$ cat src/rtl/sensor_pkg.sv
// Shared types and defaults for the sensor frame sequencer.
// Feature macro SENSOR_FRAME_CTRL_CONTINUOUS_EN (see sensor_frame_ctrl.sv) is
// not referenced here.
package sensor_pkg;

    // Frame phases, in the order a frame walks through them.
    typedef enum logic [2:0] {
        ST_IDLE    = 3'd0,
        ST_ERASE   = 3'd1,
        ST_EXPOSE  = 3'd2,
        ST_CONVERT = 3'd3,
        ST_READ    = 3'd4
    } state_t;

    localparam int DEF_PIXEL_ARRAY_HEIGHT = 2;
    localparam int DEF_C_ERASE            = 5;
    localparam int DEF_C_CONVERT          = 256;
    localparam int DEF_C_READ_ROW         = 5;

    // Phase timer width: must hold C_CONVERT-1 (<=255) and expose_q-1.
    localparam int TIMER_W = 8;

    // An exposure request of zero still gets one exposure cycle.
    function automatic logic [7:0] clamp_expose(input logic [7:0] t);
        logic [7:0] v;
        if (t == 8'd0) begin
            v = 8'd1;
        end else begin
            v = t;
        end
        return v;
    endfunction

endpackage

$ cat src/rtl/sensor_frame_ctrl_phase_timer.sv
// Loadable down-counter shared by every frame phase and every row window.
// Loading N gives N+1 cycles until done; done holds while the count sits at 0.
module phase_timer
    import sensor_pkg::*;
#(
    parameter int W = TIMER_W
) (
    input  logic         clk,
    input  logic         reset,
    input  logic         i_load,
    input  logic [W-1:0] i_load_val,
    output logic [W-1:0] o_count,
    output logic         o_done
);

    logic [W-1:0] r_count;

    // Reload on phase/window entry, otherwise count down and park at zero.
    always_ff @(posedge clk or posedge reset) begin
        if (reset) begin
            r_count <= '0;
        end else if (i_load) begin
            r_count <= i_load_val;
        end else if (r_count != '0) begin
            r_count <= r_count - W'(1'b1);
        end else begin
            r_count <= r_count;
        end
    end

    assign o_count = r_count;
    assign o_done  = (r_count == '0);

endmodule

$ cat src/rtl/sensor_frame_ctrl.sv
// Frame sequencer for the pixel array: ERASE -> EXPOSE -> CONVERT -> READ.
// Optional macro SENSOR_FRAME_CTRL_CONTINUOUS_EN: when defined, READ loops back
// to ERASE (free-running) and frame_done marks the first ERASE cycle of the
// following frame; otherwise each start runs exactly one frame.
// Every output is a flop loaded from the next-state decode, so outputs change
// on the same edge as the state they describe.
module sensor_frame_ctrl
    import sensor_pkg::*;
#(
    parameter int PIXEL_ARRAY_HEIGHT = DEF_PIXEL_ARRAY_HEIGHT,
    parameter int C_ERASE            = DEF_C_ERASE,
    parameter int C_CONVERT          = DEF_C_CONVERT,
    parameter int C_READ_ROW         = DEF_C_READ_ROW,
    localparam int ROW_IDX_W         = (PIXEL_ARRAY_HEIGHT > 1) ? $clog2(PIXEL_ARRAY_HEIGHT) : 1
) (
    input  logic                          clk,
    input  logic                          reset,
    input  logic                          start,
    input  logic                          abort,
    input  logic [7:0]                    expose_time,
    output logic                          erase,
    output logic                          expose,
    output logic                          convert,
    output logic [7:0]                    pixel_counter,
    output logic [PIXEL_ARRAY_HEIGHT-1:0] read,
    output logic                          row_valid,
    output logic [ROW_IDX_W-1:0]          row_index,
    output logic                          busy,
    output logic                          frame_done
);

    localparam int H = PIXEL_ARRAY_HEIGHT;

    localparam logic [TIMER_W-1:0]   LP_ERASE_LOAD   = TIMER_W'(C_ERASE - 1);
    localparam logic [TIMER_W-1:0]   LP_CONVERT_LOAD = TIMER_W'(C_CONVERT - 1);
    localparam logic [TIMER_W-1:0]   LP_ROW_LOAD     = TIMER_W'(C_READ_ROW - 1);
    localparam logic [ROW_IDX_W-1:0] LP_LAST_ROW     = ROW_IDX_W'(H - 1);
    localparam logic [H-1:0]         LP_READ_FIRST   = H'(1'b1);

    state_t               r_state;
    state_t               w_next_state;
    logic [7:0]           r_expose_q;

    logic                 w_load;
    logic [TIMER_W-1:0]   w_load_val;
    logic [TIMER_W-1:0]   w_count;
    logic                 w_done;
    logic                 w_latch_expose;
    logic                 w_last_row;

    // Output registers and their next values.
    logic                 r_erase,      w_erase_n;
    logic                 r_expose,     w_expose_n;
    logic                 r_convert,    w_convert_n;
    logic [7:0]           r_pix,        w_pix_n;
    logic [H-1:0]         r_read,       w_read_n;
    logic [ROW_IDX_W-1:0] r_row,        w_row_n;
    logic                 r_row_valid,  w_row_valid_n;
    logic [ROW_IDX_W-1:0] r_row_index,  w_row_index_n;
    logic                 r_busy,       w_busy_n;
    logic                 r_frame_done, w_frame_done_n;

    phase_timer #(
        .W (TIMER_W)
    ) u_phase_timer (
        .clk        (clk),
        .reset      (reset),
        .i_load     (w_load),
        .i_load_val (w_load_val),
        .o_count    (w_count),
        .o_done     (w_done)
    );

    // State register.
    always_ff @(posedge clk or posedge reset) begin
        if (reset) begin
            r_state <= ST_IDLE;
        end else begin
            r_state <= w_next_state;
        end
    end

    // Next-state decode, phase-timer reloads and exposure latch strobe.
    always_comb begin
        w_next_state   = r_state;
        w_load         = 1'b0;
        w_load_val     = '0;
        w_latch_expose = 1'b0;
        w_frame_done_n = 1'b0;
        w_last_row     = (r_row == LP_LAST_ROW);
        if (abort) begin
            // Abort beats everything, including a simultaneous start in IDLE.
            w_next_state = ST_IDLE;
            w_load       = 1'b1;
            w_load_val   = '0;
        end else begin
            case (r_state)
                ST_IDLE: begin
                    if (start) begin
                        w_next_state   = ST_ERASE;
                        w_load         = 1'b1;
                        w_load_val     = LP_ERASE_LOAD;
                        w_latch_expose = 1'b1;
                    end else begin
                        w_next_state = ST_IDLE;
                    end
                end
                ST_ERASE: begin
                    if (w_done) begin
                        w_next_state = ST_EXPOSE;
                        w_load       = 1'b1;
                        w_load_val   = r_expose_q - 8'd1;
                    end else begin
                        w_next_state = ST_ERASE;
                    end
                end
                ST_EXPOSE: begin
                    if (w_done) begin
                        w_next_state = ST_CONVERT;
                        w_load       = 1'b1;
                        w_load_val   = LP_CONVERT_LOAD;
                    end else begin
                        w_next_state = ST_EXPOSE;
                    end
                end
                ST_CONVERT: begin
                    if (w_done) begin
                        w_next_state = ST_READ;
                        w_load       = 1'b1;
                        w_load_val   = LP_ROW_LOAD;
                    end else begin
                        w_next_state = ST_CONVERT;
                    end
                end
                ST_READ: begin
                    if (w_done && w_last_row) begin
                        w_frame_done_n = 1'b1;
`ifdef SENSOR_FRAME_CTRL_CONTINUOUS_EN
                        w_next_state   = ST_ERASE;
                        w_load         = 1'b1;
                        w_load_val     = LP_ERASE_LOAD;
                        w_latch_expose = 1'b1;
`else
                        w_next_state   = ST_IDLE;
                        w_load         = 1'b1;
                        w_load_val     = '0;
`endif
                    end else if (w_done) begin
                        // Next row window.
                        w_next_state = ST_READ;
                        w_load       = 1'b1;
                        w_load_val   = LP_ROW_LOAD;
                    end else begin
                        w_next_state = ST_READ;
                    end
                end
                default: begin
                    w_next_state = ST_IDLE;
                    w_load       = 1'b1;
                    w_load_val   = '0;
                end
            endcase
        end
    end

    // Next values of the array controls, derived from the state being entered.
    always_comb begin
        w_erase_n     = (w_next_state == ST_ERASE);
        w_expose_n    = (w_next_state == ST_EXPOSE);
        w_convert_n   = (w_next_state == ST_CONVERT);
        w_busy_n      = (w_next_state != ST_IDLE);
        w_pix_n       = 8'd0;
        w_read_n      = '0;
        w_row_n       = '0;
        w_row_valid_n = 1'b0;
        w_row_index_n = '0;

        // Ramp code: restart at 0 on CONVERT entry, step by one each cycle.
        if (w_next_state == ST_CONVERT) begin
            if (r_state == ST_CONVERT) begin
                w_pix_n = r_pix + 8'd1;
            end else begin
                w_pix_n = 8'd0;
            end
        end else begin
            w_pix_n = 8'd0;
        end

        // Row select shifts one place at each window boundary. The window's
        // last cycle is the one where the timer will read zero, i.e. when it
        // reads one now and is not being reloaded.
        if (w_next_state == ST_READ) begin
            if (r_state == ST_READ) begin
                if (w_done) begin
                    w_read_n = r_read << 1'b1;
                    w_row_n  = r_row + ROW_IDX_W'(1'b1);
                end else begin
                    w_read_n = r_read;
                    w_row_n  = r_row;
                end
                w_row_valid_n = !w_done && (w_count == 8'd1);
            end else begin
                w_read_n      = LP_READ_FIRST;
                w_row_n       = '0;
                w_row_valid_n = 1'b0;
            end
        end else begin
            w_read_n      = '0;
            w_row_n       = '0;
            w_row_valid_n = 1'b0;
        end

        if (w_row_valid_n) begin
            w_row_index_n = w_row_n;
        end else begin
            w_row_index_n = '0;
        end
    end

    // Exposure length captured when a frame begins.
    always_ff @(posedge clk or posedge reset) begin
        if (reset) begin
            r_expose_q <= 8'd0;
        end else if (w_latch_expose) begin
            r_expose_q <= clamp_expose(expose_time);
        end else begin
            r_expose_q <= r_expose_q;
        end
    end

    // Output register bank.
    always_ff @(posedge clk or posedge reset) begin
        if (reset) begin
            r_erase      <= 1'b0;
            r_expose     <= 1'b0;
            r_convert    <= 1'b0;
            r_pix        <= 8'd0;
            r_read       <= '0;
            r_row        <= '0;
            r_row_valid  <= 1'b0;
            r_row_index  <= '0;
            r_busy       <= 1'b0;
            r_frame_done <= 1'b0;
        end else begin
            r_erase      <= w_erase_n;
            r_expose     <= w_expose_n;
            r_convert    <= w_convert_n;
            r_pix        <= w_pix_n;
            r_read       <= w_read_n;
            r_row        <= w_row_n;
            r_row_valid  <= w_row_valid_n;
            r_row_index  <= w_row_index_n;
            r_busy       <= w_busy_n;
            r_frame_done <= w_frame_done_n;
        end
    end

    assign erase         = r_erase;
    assign expose        = r_expose;
    assign convert       = r_convert;
    assign pixel_counter = r_pix;
    assign read          = r_read;
    assign row_valid     = r_row_valid;
    assign row_index     = r_row_index;
    assign busy          = r_busy;
    assign frame_done    = r_frame_done;

endmodule

$ cat config.mk
export PLATFORM = sky130hd
export DESIGN_NAME = sensor_frame_ctrl
export DESIGN_NICKNAME = d
export VERILOG_FILES = /design/src/rtl/sensor_pkg.sv /design/src/rtl/sensor_frame_ctrl_phase_timer.sv /design/src/rtl/sensor_frame_ctrl.sv
export SDC_FILE = /design/constraint.sdc
export NUM_CORES = 1
export LEC_CHECK = 0
export BUFFER_PORTS_ARGS = -buffer_cell sky130_fd_sc_hd__buf_2
export CORE_ASPECT_RATIO = 2
export CORE_UTILIZATION = 51
export DETAILED_ROUTE_END_ITERATION = 7
export PLACE_DENSITY = 0.74
export SYNTH_ARGS = -nofsm -noshare
export SYNTH_HDL_FRONTEND = slang
export SYNTH_SLANG_ARGS = --single-unit
$ cat constraint.sdc
create_clock -name clk -period 2.6 [get_ports clk]
set_input_delay 0.78 -clock clk [delete_from_list [all_inputs] [get_ports clk]]
set_output_delay 0.78 -clock clk [all_outputs]
set_load 0.02 [all_outputs]
==> run metrics, run 1 <==
FP Rows 32; Sink Count 37; launch point of the worst path u_phase_timer.o_count[0]$_DFFE_PP0P_; root buf cell clkbuf_8; Pre-antenna DRT Iters 4; first-pass GRT wire length between 7000 and 8000 um; clk_skew 16.8 ps; number of buffers created by CTS 5; multi-input logic area 0.00103 mm^2; Yosys Warn Count 0; nets between 200 and 300; Hold WC Path Type flop to flop; layout cells sized above 1 26.8%; CP startpoint kind flop; CP max stage cell or4b_4; initial antenna violation count 0; CP peak stage delay about 520 ps; clk_lat worst skew 300 ps; Crit Path Class flop to flop; die width about 47 um; Post-Syn Area just over 0.002 mm^2; routed via count between 1,500 and 2,000; Final HPWL DP 3360 um; PwrDens about 1100 mW/mm^2; IO buf count 28; Max-slew headroom a little under 60%; post-layout min period around 2500 ps; grt ovf 0; most used cell, CP ha_1; Crit Path Max Fanout 8; drc violations 0; max-slew violation count 0; Fmax achieved about 400 MHz; cells along the critical path inv_1 -> ha_1 -> nor3b_2 -> nand2_4 -> clkinv_4 -> ha_1 -> or4b_4 -> o22a_4 -> o21bai_1 -> a31o_1; number of antenna cells inserted 0; sequential cell area roughly 900 um^2; fill count 340; busiest grt layer met2; Final WS setup slightly above 90 ps; EDFF count, synth 0; r2r startpoint u_phase_timer.o_count[0]$_DFFE_PP0P_; Finished Cell Area between 0.002 and 0.0025 mm^2; CP endpoint u_phase_timer.o_count[2]$_DFFE_PP0P_; core area around 0.0038 mm^2; grt met3 use 4.97%; status completed; CTS Buffer Depth 2; gr usage total 24.4%; I/O pin cnt 29; maximum VDD drop between 0.0007 and 0.0008 V; Final Cycle Share between 90% and 100%; Final ANT Viol Nets 0; RSZ-0062 raised after global routing false; area grow syn2layout 17.0%; Mean Syn Cell Area slightly above 10 um^2; Via density approximately 5.6; sequential share of the synthesized area 45.8%; R2R depth 10; Cell Area, Placed about 0.0023 mm^2; Wirelength per Cell roughly 15 um; Unique masters post-synth 44; Hold-fix buffers, CTS 0; cell count after synthesis between 150 and 200; setup bufs post-CTS 0; Resize count post-CTS 0; DR iter-0 viols 35; htree depth 2; ys flop type dfrtp_1; routed wire length around 4400 um; worst slew pin tran slightly above 600 ps; Lkg Pwr about 0.0011 uW; Place WS roughly 130 ps; Fin Setup TNS 0 ps; DIE AREA about 0.0042 mm^2; Die H just over 90 um; max-cap check violation count 0; # setup viols final 0; critical path arrival roughly 2700 ps; GR Util met2 a little under half; Seq cells post-synth 37; final hold vios 0; WP data required 2790 ps; Worst setup EP type flop; Placer Congestion 0.819; reg2reg end u_phase_timer.o_count[2]$_DFFE_PP0P_; Syn Nets 217; Initial Util a little over half; met1 Use GR between 20% and 30%; clk slew on worst S/H paths roughly 80 ps; R2R Setup Slk 90 ps; maximum number of pins on one net before global-route repair 38; Post-synth ARST share between 90% and 100%; CTS tree yes; vias in the first global route 1,659
-- state kept, by name, indices dropped and copies added (netlist names) --
register and flops:
pixel_counter 8, r_expose_q 8, u_phase_timer.o_count 8, r_state 3, read 2, busy 1, convert 1, erase 1
expose 1, frame_done 1, r_row 1, row_index 1, row_valid 1
-- where the power goes --
part	internal [uW]	switching [uW]
logic	528	680
clock network	288	215
registers	712	165
total	1530	1060
-- layout make-up --
cell class                 count  area share [%]
clock buffer                   6            3.07
sequential                    37            39.1
tap                           51            2.70
clock inverter                 2            1.64
multi-input combinational    144            43.4
timing repair buffer          35            8.14
inverter                      11            1.96
-- metrics by stage --
stage	std cells	hold slack, ps	total power, uW	utilization (%)
5_1_grt	286	554	2750	62.2
4_1_cts	286	527	2580	62.2
3_3_place_gp	278	507	2060	59.3
6_report	286	524	2590	62.2
2_1_floorplan	198	493	1750	-
3_5_place_dp	278	520	2080	59.3
-- cell usage after synthesis (2+ instances only) --
library cell | count | area share (%)
nand2_4 | 2 | 1.1
o31ai_1 | 4 | 1.5
nor2_1 | 24 | 4.5
nor3b_1 | 4 | 1.5
and3_1 | 3 | 0.93
nor3_1 | 6 | 1.5
xnor2_1 | 4 | 1.7
mux2_2 | 7 | 3.9
xor2_1 | 8 | 3.5
a21oi_1 | 13 | 3.2
inv_1 | 10 | 1.9
nor4_1 | 4 | 1.2
or2_2 | 4 | 1.2
a21o_1 | 2 | 0.74
dfrtp_1 | 37 | 46
ha_1 | 7 | 4.3
o22ai_1 | 5 | 1.5
nor2b_1 | 2 | 0.62
nand3_1 | 8 | 2.0
nand2_1 | 6 | 1.1
clkbuf_1 | 5 | 0.93
or4_1 | 2 | 0.74
nand4_1 | 3 | 0.93
o32ai_2 | 2 | 1.6
mux2i_1 | 4 | 2.0
a31oi_1 | 2 | 0.62
nand2b_1 | 2 | 0.62
o21bai_1 | 2 | 0.74
-- routing by layer --
layer	wire, um	part of all wire, %	vias up
met3	119	2.7	9
met1	1490	34	783
met4	104	2.4	0
met5	0	0	-
met2	2700	61	35
li1	-	-	781
-- worst min path at each step --
stage                                         startpoint                                    to  slack (ps)  depth (start not counted)
CTS                           pixel_counter[0]$_DFF_PP0_            pixel_counter[0]$_DFF_PP0_         530                          1
floorplan           u_phase_timer.o_count[0]$_DFFE_PP0P_  u_phase_timer.o_count[0]$_DFFE_PP0P_         490                          1
finish                        pixel_counter[0]$_DFF_PP0_            pixel_counter[0]$_DFF_PP0_         520                          1
global placement              pixel_counter[0]$_DFF_PP0_            pixel_counter[0]$_DFF_PP0_         510                          1
detailed placement            pixel_counter[0]$_DFF_PP0_            pixel_counter[0]$_DFF_PP0_         520                          1
global route                   r_expose_q[7]$_DFFE_PP0P_             r_expose_q[7]$_DFFE_PP0P_         550                          1
-- logic make-up (layout without fill, tap and decap cells) --
kind of cell	count (synthesis)	after routing	synth area share, %
DFF	37	37	45.8
adders and majority gates	7	7	4.33
buffers and inverters	17	54	3.47
and+or+nand+nor	75	75	21.3
muxes	11	11	5.88
xor gates and xnor gates	12	12	5.20
AOI/OAI and AO/OA	39	39	14.0
-- critical path: cells and delay by family (launching register included) --
family,cells,cell delay (ps)
fa+ha+maj,2,400
simple gates,3,790
buf+inv,2,160
compound gates,3,630
flops,1,410
-- cell usage in the layout, fill, tap and decap left out, types with 2 or more instances in the layout --
| cell type | Yosys | layout |
|---|---|---|
| dfrtp_1 | 37 | 37 |
| o22ai_1 | 5 | 5 |
| nand2b_1 | 2 | 2 |
| nor2_1 | 24 | 24 |
| clkinv_4 | 1 | 2 |
| buf_4 | 0 | 7 |
| nor2b_1 | 2 | 2 |
| and3_1 | 3 | 3 |
| o21bai_1 | 2 | 2 |
| xnor2_1 | 4 | 4 |
| o31ai_1 | 4 | 4 |
| nand3_1 | 8 | 8 |
| or4_1 | 2 | 2 |
| inv_1 | 10 | 10 |
| a31oi_1 | 2 | 2 |
| xor2_1 | 8 | 8 |
| ha_1 | 7 | 7 |
| a21o_1 | 2 | 2 |
| or2_2 | 4 | 4 |
| nand4_1 | 3 | 3 |
| mux2_2 | 7 | 7 |
| o32ai_2 | 2 | 2 |
| a21oi_1 | 13 | 13 |
| clkbuf_8 | 0 | 5 |
| nand2_4 | 2 | 2 |
| buf_2 | 1 | 28 |
| nor4_1 | 4 | 4 |
| nand2_1 | 6 | 6 |
| nor3_1 | 6 | 6 |
| mux2i_1 | 4 | 4 |
| nor3b_1 | 4 | 4 |
(Power assumes the default switching activity.)
==> inputs of run 2 (changes only) <==
Settings changed: CAP_MARGIN set to 15, PLACE_DENSITY 0.74 to unset, PLACE_DENSITY_LB_ADDON set to 0.1, SKIP_CTS_REPAIR_TIMING set to 1.
==> run metrics, run 2 (synthesized netlist as in run 1, its figures left out) <==
status completed; fill count 327 (-3.8%); routed wire length 4480 um (+1.5%); HP Start read[1]$_DFFE_PP0P_; PwrDens 1110 mW/mm^2 (+1.2%); number of buffers created by CTS 5 (unchanged); Fmax achieved 405 MHz (+1.4%); initial antenna violation count 0 (unchanged); max-slew violation count 0 (unchanged); hold-critical path depth 2 (+1); clk slew on worst S/H paths 70 ps (about the same); Final Cycle Share 95.1% (-1.4 points); Tot Pwr 2630 uW (+1.7%); Max-slew headroom 60.1% (+1.1 points); root buf cell clkbuf_8; htree depth 2 (unchanged); Sink Count 37 (unchanged); Crit Path Class flop to flop; Die H 91.0 um (unchanged); IO buf count 28 (unchanged); FP Rows 32 (unchanged); Worst setup EP type flop; die width 46.5 um (unchanged); R2R depth 10 (unchanged); r2r startpoint u_phase_timer.o_count[0]$_DFFE_PP0P_; Final Core Density 62.5% (+0.33 points); grt ovf 0 (unchanged); drc violations 0 (unchanged); RSZ-0062 raised after global routing false; WP data required 2790 ps (about the same); CTS Buffer Depth 2 (unchanged); routed via count 1,626 (+1.1%); max-cap check violation count 0 (unchanged); Crit Path Max Fanout 8 (unchanged); Initial Util 53.2% (unchanged); WHS 521 ps (-3.34 ps); highest-count cells in the layout ignoring fill and taps dfrtp_1, buf_2, nor2_1, a21oi_1, inv_1; Fin Setup TNS 0 ps (unchanged); maximum number of pins on one net before global-route repair 38 (unchanged); layout cells sized above 1 27.5% (+0.73 points); critical path arrival 2660 ps (-40 ps); DIE AREA 0.00424 mm^2 (unchanged); final hold vios 0 (unchanged); CP startpoint kind flop; CTS tree yes; DR iter-0 viols 48 (+37%); Hold WC Path Type flop to flop; Pre-antenna DRT Iters 4 (unchanged); clk_lat worst skew 300 ps (about the same); gr usage total 24.0% (-0.43 points); Final HPWL DP 3410 um (+1.2%); maximum VDD drop 0.000591 V (-20%); core area 0.00380 mm^2 (unchanged); vias in the first global route 1,630 (-1.7%); # setup viols final 0 (unchanged); Lkg Pwr 0.00113 uW (+0.69%); clk_skew 10.7 ps (-6.12 ps); Wirelength per Cell 15.6 um (+1.1%); leading cell type in the layout, fill and taps excluded dfrtp_1; I/O pin cnt 29 (unchanged); number of antenna cells inserted 0 (unchanged); post-layout min period 2470 ps (-35.3 ps); area grow syn2layout 17.6%; Placer Congestion 0.779 (-5.0%); Via density 5.67 (+0.77%); worst slew pin tran 597 ps (-12.6 ps); nets 254 (+0.40%); first-pass GRT wire length 7220 um (-0.95%); launch point of the worst path u_phase_timer.o_count[0]$_DFFE_PP0P_; Final ANT Viol Nets 0 (unchanged)
==> run 2: area by class of cell <==
cell class                 count  area, um^2  area share, %
multi-input combinational    144        1030           43.1
sequential                    37         926           38.9
timing repair buffer          36         200           8.42
clock buffer                   7        86.3           3.63
tap                           51        63.8           2.68
inverter                      11        46.3           1.95
clock inverter                 1        30.0           1.26
==> run 2: final timing paths <==
check | to | slack [ps]
worst max-delay path | u_phase_timer.o_count[2]$_DFFE_PP0P_ | 130
worst min-delay path | read[1]$_DFFE_PP0P_ | 520
worst max register to register | u_phase_timer.o_count[2]$_DFFE_PP0P_ | 130
worst min register to register | read[1]$_DFFE_PP0P_ | 520
max in group asynchronous | pixel_counter[4]$_DFF_PP0_ | 1700
min in group asynchronous | busy$_DFF_PP0_ | 580
==> run 2: per-layer routing <==
metal	vias to the layer above	part of all wire (%)	wire, um	track usage, %
met3	14	2.8	126	6.16
met2	47	60	2680	43.9
li1	787	-	-	-
met4	0	3.3	149	14.0
met5	-	0	0	0
met1	778	34	1520	20.6
==> run 2: worst max-delay path, stage by stage (launching register included) <==
cell	delay, ps
dfrtp_1	430
inv_2	80
ha_1	210
nor3b_2	180
nand2_4	80
clkinv_4	40
ha_1	180
or4b_4	530
o22a_4	250
o21bai_1	190
a31o_1	190
==> run 2: power by group <==
part / total, uW / switching, uW / internal [uW]
sequential: 889 / 177 / 712
combinational: 1230 / 686 / 544
clock: 513 / 200 / 313
==> run 2: per-stage QoR <==
stage	cell area, um^2	setup WS [ps]	std cells
after floorplan	2020	114	198
after global placement	2250	179	278
after detailed placement	2250	107	278
after CTS	2370	77.0	286
after global routing	2380	11.6	287
final	2380	128	287
